**config.mk**
```make
export PLATFORM = sky130hd
export DESIGN_NAME = instruction_fetch_flat
export DESIGN_NICKNAME = d
export VERILOG_FILES = /design/src/rtl/instruction_fetch_if.sv /design/src/rtl/instruction_fetch.sv /design/src/flat_wrapper.sv
export SDC_FILE = /design/constraint.sdc
export NUM_CORES = 1
export LEC_CHECK = 0
export CORE_ASPECT_RATIO = 0.5
export CORE_UTILIZATION = 47
export DETAILED_ROUTE_END_ITERATION = 12
export PLACE_DENSITY_LB_ADDON = 0.2
export SYNTH_ARGS = -nofsm -noshare
export SYNTH_HDL_FRONTEND = slang
export SYNTH_SLANG_ARGS = --single-unit
```
**constraint.sdc**
```tcl
create_clock -name clk -period 4.2 [get_ports clk]
set_clock_uncertainty 0.2 [all_clocks]
set_input_delay 0.84 -clock clk [delete_from_list [all_inputs] [get_ports clk]]
set_output_delay 0.84 -clock clk [all_outputs]
set_load 0.05 [all_outputs]
```
**src/rtl/instruction_fetch_if.sv**
```systemverilog
// Fetch unit bus/decoder bundle: word read request to memory plus instruction handshake to decode.
// master = fetch unit, slave = memory and decoder side.
interface instruction_fetch_if;
   logic [31:0] busAddress;
   logic        busReadEnable;
   logic        busReady;
   logic [31:0] busDataIn;
   logic [31:0] instrOut;
   logic [31:0] instrPc;
   logic        instrValid;
   logic        instrReady;

   modport master (
      output busAddress, busReadEnable, instrOut, instrPc, instrValid,
      input  busReady, busDataIn, instrReady
   );

   modport slave (
      input  busAddress, busReadEnable, instrOut, instrPc, instrValid,
      output busReady, busDataIn, instrReady
   );
endinterface

```
**src/rtl/instruction_fetch.sv**
```systemverilog
// Instruction fetch: one word read in flight, result held for the decoder until accepted; IDLE->valid is
// 2 cycles + memory wait states, decoder backpressure holds HOLD. Optional macro FETCH_ALIGN_CHECK_EN.
module instruction_fetch #(
   parameter int TIMEOUT_CYCLES = 255
) (
   input  logic        clk,
   input  logic        reset,
   input  logic [31:0] pc,
   input  logic        flush,
   output logic        pcCountEnable,
   output logic        busError,
`ifdef FETCH_ALIGN_CHECK_EN
   output logic        misalignFault,
`endif
   instruction_fetch_if.master fetchIf
);
   typedef enum logic [1:0] {IDLE, FETCH, HOLD, ERROR} state_t;

   localparam logic [7:0] TIMEOUT_LIMIT = 8'(TIMEOUT_CYCLES);

   state_t      state, stateNext;
   logic [31:0] busAddressQ, busAddressNext;
   logic [31:0] instrOutQ, instrOutNext;
   logic [31:0] instrPcQ, instrPcNext;
   logic        busReadEnableQ, busReadEnableNext;
   logic        instrValidQ, instrValidNext;
   logic        pcCountEnableQ, pcCountEnableNext;
   logic        busErrorQ, busErrorNext;
   logic [7:0]  waitCount, waitCountNext;
   logic [31:0] fetchAddress;
`ifdef FETCH_ALIGN_CHECK_EN
   logic        misalignQ, misalignNext;
`endif

   // While the advance pulse is high the pc register has not yet taken it, so step past it here.
   assign fetchAddress = (pcCountEnableQ ? pc + 32'd4 : pc) & 32'hFFFF_FFFC;

   always_comb begin
      stateNext         = state;
      busAddressNext    = busAddressQ;
      busReadEnableNext = busReadEnableQ;
      instrOutNext      = instrOutQ;
      instrPcNext       = instrPcQ;
      instrValidNext    = instrValidQ;
      pcCountEnableNext = 1'b0;
      busErrorNext      = busErrorQ;
      waitCountNext     = waitCount;
`ifdef FETCH_ALIGN_CHECK_EN
      misalignNext      = misalignQ;
`endif

      if (flush) begin
         stateNext         = IDLE;
         busReadEnableNext = 1'b0;
         instrValidNext    = 1'b0;
         busErrorNext      = 1'b0;
         waitCountNext     = 8'd0;
`ifdef FETCH_ALIGN_CHECK_EN
         misalignNext      = 1'b0;
`endif
      end else begin
         case (state)
            IDLE: begin
`ifdef FETCH_ALIGN_CHECK_EN
               if (pc[1:0] != 2'b00) begin
                  stateNext    = ERROR;
                  misalignNext = 1'b1;
               end else begin
                  busAddressNext    = fetchAddress;
                  busReadEnableNext = 1'b1;
                  stateNext         = FETCH;
               end
`else
               busAddressNext    = fetchAddress;
               busReadEnableNext = 1'b1;
               stateNext         = FETCH;
`endif
            end

            FETCH: begin
               if (fetchIf.busReady) begin
                  instrOutNext      = fetchIf.busDataIn;
                  instrPcNext       = busAddressQ;
                  instrValidNext    = 1'b1;
                  busReadEnableNext = 1'b0;
                  pcCountEnableNext = 1'b1;
                  waitCountNext     = 8'd0;
                  stateNext         = HOLD;
               end else if (waitCount >= TIMEOUT_LIMIT - 8'd1) begin
                  // Park the counter at the limit so it can never wrap.
                  busReadEnableNext = 1'b0;
                  busErrorNext      = 1'b1;
                  waitCountNext     = TIMEOUT_LIMIT;
                  stateNext         = ERROR;
               end else begin
                  waitCountNext = waitCount + 8'd1;
               end
            end

            HOLD: begin
               if (fetchIf.instrReady) begin
                  instrValidNext    = 1'b0;
                  busAddressNext    = fetchAddress;
                  busReadEnableNext = 1'b1;
                  stateNext         = FETCH;
               end
            end

            ERROR: begin
               busReadEnableNext = 1'b0;
               instrValidNext    = 1'b0;
            end

            default: stateNext = IDLE;
         endcase
      end
   end

   always_ff @(posedge clk) begin
      if (!reset) begin
         state          <= IDLE;
         busAddressQ    <= 32'd0;
         busReadEnableQ <= 1'b0;
         instrOutQ      <= 32'd0;
         instrPcQ       <= 32'd0;
         instrValidQ    <= 1'b0;
         pcCountEnableQ <= 1'b0;
         busErrorQ      <= 1'b0;
         waitCount      <= 8'd0;
`ifdef FETCH_ALIGN_CHECK_EN
         misalignQ      <= 1'b0;
`endif
      end else begin
         state          <= stateNext;
         busAddressQ    <= busAddressNext;
         busReadEnableQ <= busReadEnableNext;
         instrOutQ      <= instrOutNext;
         instrPcQ       <= instrPcNext;
         instrValidQ    <= instrValidNext;
         pcCountEnableQ <= pcCountEnableNext;
         busErrorQ      <= busErrorNext;
         waitCount      <= waitCountNext;
`ifdef FETCH_ALIGN_CHECK_EN
         misalignQ      <= misalignNext;
`endif
      end
   end

   assign fetchIf.busAddress    = busAddressQ;
   assign fetchIf.busReadEnable = busReadEnableQ;
   assign fetchIf.instrOut      = instrOutQ;
   assign fetchIf.instrPc       = instrPcQ;
   assign fetchIf.instrValid    = instrValidQ;
   assign pcCountEnable         = pcCountEnableQ;
   assign busError              = busErrorQ;
`ifdef FETCH_ALIGN_CHECK_EN
   assign misalignFault         = misalignQ;
`endif
endmodule

```
**src/flat_wrapper.sv**
```systemverilog
// flat-port wrapper written by rule: the top's interface ports become plain ports
module instruction_fetch_flat 
#(
   parameter int TIMEOUT_CYCLES = 255
)
  (clk, reset, pc, flush, pcCountEnable, busError, fetchIf_busAddress, fetchIf_busReadEnable, fetchIf_instrOut, fetchIf_instrPc, fetchIf_instrValid, fetchIf_busReady, fetchIf_busDataIn, fetchIf_instrReady);
  instruction_fetch_if fetchIf_i ();
  input  logic clk;
  input  logic reset;
  input  logic [31:0] pc;
  input  logic flush;
  output logic pcCountEnable;
  output logic busError;
  output wire logic [$bits(fetchIf_i.busAddress)-1:0] fetchIf_busAddress;
  output wire logic [$bits(fetchIf_i.busReadEnable)-1:0] fetchIf_busReadEnable;
  output wire logic [$bits(fetchIf_i.instrOut)-1:0] fetchIf_instrOut;
  output wire logic [$bits(fetchIf_i.instrPc)-1:0] fetchIf_instrPc;
  output wire logic [$bits(fetchIf_i.instrValid)-1:0] fetchIf_instrValid;
  input wire logic [$bits(fetchIf_i.busReady)-1:0] fetchIf_busReady;
  input wire logic [$bits(fetchIf_i.busDataIn)-1:0] fetchIf_busDataIn;
  input wire logic [$bits(fetchIf_i.instrReady)-1:0] fetchIf_instrReady;
  assign fetchIf_busAddress = fetchIf_i.busAddress;
  assign fetchIf_busReadEnable = fetchIf_i.busReadEnable;
  assign fetchIf_instrOut = fetchIf_i.instrOut;
  assign fetchIf_instrPc = fetchIf_i.instrPc;
  assign fetchIf_instrValid = fetchIf_i.instrValid;
  assign fetchIf_i.busReady = fetchIf_busReady;
  assign fetchIf_i.busDataIn = fetchIf_busDataIn;
  assign fetchIf_i.instrReady = fetchIf_instrReady;
  instruction_fetch #(.TIMEOUT_CYCLES(TIMEOUT_CYCLES)) u_core (.clk(clk), .reset(reset), .pc(pc), .flush(flush), .pcCountEnable(pcCountEnable), .busError(busError), .fetchIf(fetchIf_i));
endmodule
```
==> impl_metrics.yaml, run 1 <==
placement:
  hpwl_mm: 7.61
  io_buffers: 162
  pre_cts_slack_ns: 1.02
  gp_congestion: 0.817
setup_path:
  critical_path.slowest_cell: "clkdlybuf4s50_1"
  reg2reg_slack_ns: 2.00
  worstPathRequired_ns: 4.22
  start_kind: "input pin"
  crit_fanout: 38
  r2r_start: "u_core.state[0]"
  cp.arrival_ns: 2.83
  endpoint_kind: "flip-flop"
  path_class: "in2reg"
  slowest_delay_ns: 0.80
  r2r_end: "u_core.fetchIf.instrPc[23]"
  crit_chain: "clkdlybuf4s50_1 -> inv_2 -> buf_4 -> a21oi_1"
  worstRegToRegCells: 6
pwr:
  vdd_drop_max_mv: 0.205
  clockPowerShare_pct: 38.3
  p_sw_share_pct: 26.3
  p_sw_uw: 612
  powerDensity_nw_per_um2: 368
  p_int_mw: 1.72
  finalPower_mw: 2.33
  combPwrFrac_pct: 16.1
  pwr-share-seq_pct: 45.7
  p_leak_nw: 2.16
clock_network:
  clkSinkCount: 106
  cts_setup_buffers: 0
  cts_tree: "done"
  ctsLongestPathBuffers: 2
  cts_max_level: 3
  clkLatencyLatePin_ns: 0.34
  clk_pin_slew_worst_paths_ns: 0.06
  cts-buffers-inserted: 9
  cts_resized: 0
  ctsHoldBuffers: 0
  cts-root-buf: "clkbuf_16"
finish:
  fillers: 758
  final_common_cell: "clkdlybuf4s50_1"
  most-common-layout-cells: "clkdlybuf4s50_1, nand2_1, dfxtp_1, a21oi_1, nor2_1"
  fin_nets: 751
  layout-drive-gt1-share_pct: 4.69
  syn2layout_area_growth_pct: 46.4
  diodes: 0
floorplanning:
  fp.coreArea_um2: 8800
  floorplan.rows: 24
  io_pins: 169
  die_x_um: 138
  die_area_um2: 9600
  initial_utilization_pct: 49.1
  die_h_um: 69.8
global_route:
  antenna_found_initial: 0
  gr-usage-all-layers_pct: 23.3
  grt_max_degree: 61
  grt_pass1_vias: 3703
  grt-ovfl-total: 0
  grt_pass1_wl_mm: 17.7
sta:
  fmax_mhz: 356
  worst_pin_slew_ns: 0.732
  slew_headroom_pct: 51.0
  period_minus_slack_ns: 2.81
  period_share_pct: 66.9
  setup-tns-final_ns: 0
  setup_slack_ns: 1.39
  slew_viol_final: 0
  whs_ns: 0.251
  setup_viol: 0
  finalHoldViolations: 0
  rsz0062_at_grt: "false"
hold_path:
  hold_end: "u_core.fetchIf.instrOut[11]"
  hold_path_class: "reg2reg"
  min-delay-start: "u_core.fetchIf.instrOut[11]"
  min_path_cells: 2
yosys:
  synth_compound_area_share_pct: 16.4
  synthAdderAreaFrac_pct: 0.869
  synth-simple-area-share_pct: 23.3
  synth_mux_area_share_pct: 0.232
  synth_area_um2: 4320
  yosys.area_share.xor_xnor_pct: 5.88
  yosysTopAreaCell: "dfxtp_1"
  synth_area_leaders: "dfxtp_1, nand2_1, a21oi_1"
  synth.distinct_cells: 41
  synth_top_family_by_area: "simple AND/OR/NAND/NOR gates"
  synth.yosys.warnings: 0
  avgSynthCellArea_um2: 8.09
  syn_inst: 534
  yosysTopAreaCellShare_pct: 49.1
  ys_seq_area_share_pct: 49.1
  synth_seq_cells: 106
drt:
  ant_nets: 0
  vias: 4125
  wirelength_mm: 11.0
  routedWlPerCell_um: 13.8
  post-route-drc-count: 0
  via_per_inst: 5.16
  drtIter0Drc: 172
  firstDrtPassIters: 4
status:
  status: "completed"
run:
  maxCapViolCount: 0
per-layer routing:
metal	GRT usage, %	vias up	wire length, µm	share of wire (%)
li1	-	2082	-	-
met1	28.0	1926	4920	45
met4	7.08	0	159	1.4
met3	6.73	16	674	6.1
met5	0	-	0	0
met2	40.1	101	5250	48
worst max-delay path, delay by kind of cell:
kind / cells / cell delay, ns
buffers and inverters: 3 / 1.91
AOI/OAI and AO/OA: 1 / 0.08
cell usage after synthesis, drive strengths merged:
master    n
nand2   138
dfxtp   106
a21oi    84
nor2     32
clkbuf   29
o21ai    21
xor2     20
nand3    16
a211oi   14
nand4    11
xnor2     9
buf       7
inv       6
nor3      6
and3      4
nand2b    4
a31oi     3
ha        3
nor4      3
a22oi     2
and2      2
nor2b     2
o21bai    2
a41oi     1
and4      1
conb      1
mux2i     1
nand3b    1
nand4b    1
nor3b     1
o31ai     1
or2       1
or3       1
final cells by class:
| class | instances | area [µm²] | area share (%) |
|---|---|---|---|
| clock buffer | 10 | 239 | 3.78 |
| clock inverter | 5 | 78.8 | 1.25 |
| inverter | 6 | 22.5 | 0.356 |
| multi-input combinational | 389 | 2050 | 32.3 |
| sequential | 106 | 2120 | 33.5 |
| tap | 117 | 146 | 2.31 |
| timing repair buffer | 167 | 1670 | 26.4 |
per-stage QoR:
stage	cell area [µm²]	util, %	std cells
after floorplan	4330	-	537
after global placement	6010	68.3	785
after detailed placement	6010	68.3	785
after CTS	6330	71.9	800
after global routing	6330	71.9	800
final	6330	71.9	800
power by group through the flow:
stage	Sequential [mW]	Combinational [mW]	Clock (mW)
6_report	1.06	0.374	0.891
5_1_grt	1.07	0.397	0.947
4_1_cts	1.06	0.376	0.912
3_5_place_dp	1.09	0.374	0
3_3_place_gp	1.09	0.370	0
2_1_floorplan	1.20	0.0996	0
cell families (layout without fill, tap and decap cells):
kind of cell	Yosys count	after routing
AND/OR/NAND/NOR	224	224
multiplexers	1	1
flip-flops	106	106
AO/OA/AOI/OAI	128	128
XOR/XNOR	29	29
adder cells (fa/ha/maj)	3	3
buffers and inverters	42	188
other	1	4
flip-flops by register name, indices dropped and copies added (netlist names):
signal and cells:
u_core.fetchIf.instrPc 30, u_core.state 2, u_core.fetchIf.instrValid 1, u_core.pcCountEnable 1, u_core.fetchIf.busAddress 30, u_core.waitCount 8
u_core.busError 1, u_core.fetchIf.busReadEnable 1, u_core.fetchIf.instrOut 32
worst max-delay path by stage:
stage          startpoint                            end  slack [ns]
6_report            reset    u_core.fetchIf.instrOut[26]        1.39
5_1_grt             reset     u_core.fetchIf.instrOut[6]        1.23
4_1_cts             reset    u_core.fetchIf.instrOut[14]        1.36
3_5_place_dp        reset     u_core.fetchIf.instrOut[3]        1.02
3_3_place_gp        reset    u_core.fetchIf.instrOut[11]        1.05
2_1_floorplan       pc[2]  u_core.fetchIf.busAddress[18]        1.91
Power figures use the tool's default switching activity.
==> inputs of run 2 (changes only) <==
Settings changed: CORE_UTILIZATION 47 to 39.
Clock period 4.2 ns to 2.3 ns, I/O delays scaled along.
==> run 2 against run 1 <==
Sequential power is 83% higher; largest power group unchanged; sequential share of layout area is 1.5 points lower; critical path type is now reg2out; first-iteration DRC count is 7.0% lower.
==> impl_metrics.yaml, run 2 (synthesized netlist as in run 1, its figures left out) <==
setup_path:
  critical_path.slowest_cell: "clkdlybuf4s50_1"
  critical_path_buf_inv_count: 1
  reg2reg_slack_ns: 0.45
  cp.arrival_ns: 1.54
  path_class: "reg2out"
  crit_family: "buffers and inverters"
  endpoint_kind: "primary output"
  crit_chain: "clkdlybuf4s50_1"
  slowest_delay_ns: 0.82
  crit_fanout: 3
  start_kind: "flip-flop"
  worstPathRequired_ns: 1.64
sta:
  setup-tns-final_ns: 0
  setup_viol: 0
  fmax_mhz: 454
  worst_pin_slew_ns: 0.548
  period_minus_slack_ns: 2.20
  finalHoldViolations: 0
  slew_viol_final: 0
  slew_headroom_pct: 63.4
  rsz0062_at_grt: "false"
  period_share_pct: 95.8
clock_network:
  clkSinkCount: 106
  ctsLongestPathBuffers: 2
  cts_resized: 0
  cts-buffers-inserted: 9
  cts_tree: "done"
  clk_pin_slew_worst_paths_ns: 0.06
  cts_max_level: 3
  cts_setup_buffers: 0
  clkLatencyLatePin_ns: 0.33
  ctsHoldBuffers: 0
  cts-root-buf: "clkbuf_16"
placement:
  hpwl_mm: 8.15
  io_buffers: 162
  gp_congestion: 0.827
floorplanning:
  die_x_um: 151
  fp.coreArea_um2: 10500
  die_area_um2: 11500
  io_pins: 169
  floorplan.rows: 26
  die_h_um: 76.4
  initial_utilization_pct: 41.2
global_route:
  grt_max_degree: 61
  antenna_found_initial: 0
  grt-ovfl-total: 0
  grt_pass1_wl_mm: 18.7
  grt_pass1_vias: 3805
  gr-usage-all-layers_pct: 20.5
drt:
  ant_nets: 0
  post-route-drc-count: 0
  drtIter0Drc: 160
  wirelength_mm: 11.5
  routed-wl-met3_um: 556
  routedWlPerCell_um: 13.5
  wl_met1_mm: 5.54
  vias: 4134
  firstDrtPassIters: 5
  top_layer_used: "met4"
  via_per_inst: 4.82
  met2_length_mm: 5.38
finish:
  fin_util_pct: 63.2
  largest_register_ffs: 32
  syn2layout_area_growth_pct: 53.3
  fin_nets: 786
  final_common_cell: "clkdlybuf4s50_1"
  diodes: 0
  fillers: 926
  most-common-layout-cells: "clkdlybuf4s50_1, nand2_1, dfxtp_1, a21oi_1, buf_4"
  layout-drive-gt1-share_pct: 9.48
pwr:
  powerDensity_nw_per_um2: 629
  p_leak_nw: 2.33
  vdd_drop_max_mv: 0.392
run:
  maxCapViolCount: 0
hold_path:
  hold_path_class: "reg2reg"
status:
  status: "completed"
==> run 2: routing by layer <==
| metal | global-route usage, % | vias up |
|---|---|---|
| met4 | 4.20 | 0 |
| li1 | - | 2152 |
| met5 | 0 | - |
| met1 | 27.0 | 1889 |
| met3 | 4.91 | 7 |
| met2 | 33.9 | 86 |
==> run 2: stage by stage <==
| step | cell area [µm²] | cells | total power, mW | worst slack [ns] | hold slack [ns] |
|---|---|---|---|---|---|
| 2_1_floorplan | 4330 | 537 | 2.37 | 0.0825 | 0.237 |
| 3_3_place_gp | 6330 | 843 | 2.71 | -0.131 | 0.241 |
| 3_5_place_dp | 6330 | 843 | 2.71 | -0.141 | 0.247 |
| 4_1_cts | 6620 | 857 | 4.21 | 0.0790 | 0.256 |
| 5_1_grt | 6620 | 857 | 4.33 | 0.0327 | 0.272 |
| 6_report | 6620 | 857 | 4.16 | 0.0957 | 0.252 |
==> run 2: cell type report <==
type	count	area, µm²	area share, %
clock inverter	1	8.76	0.132
sequential	106	2120	32.0
timing repair buffer	202	1970	29.7
clock buffer	13	280	4.23
multi-input combinational	389	2050	30.9
tap	140	175	2.65
inverter	6	22.5	0.340
==> run 2: power by group <==
part | switching, mW | internal (mW)
registers | 0.0459 | 1.90
clock network | 0.650 | 0.844
logic | 0.428 | 0.298
==> run 2: final timing paths <==
kind	startpoint	to	cells after the start
worst min-delay path	u_core.fetchIf.instrOut[0]	u_core.fetchIf.instrOut[0]	2
worst max-delay path	u_core.fetchIf.busAddress[7]	fetchIf_busAddress[7]	1
worst min register to register	u_core.fetchIf.instrOut[0]	u_core.fetchIf.instrOut[0]	2
worst max register to register	u_core.pcCountEnable	u_core.fetchIf.busAddress[31]	6
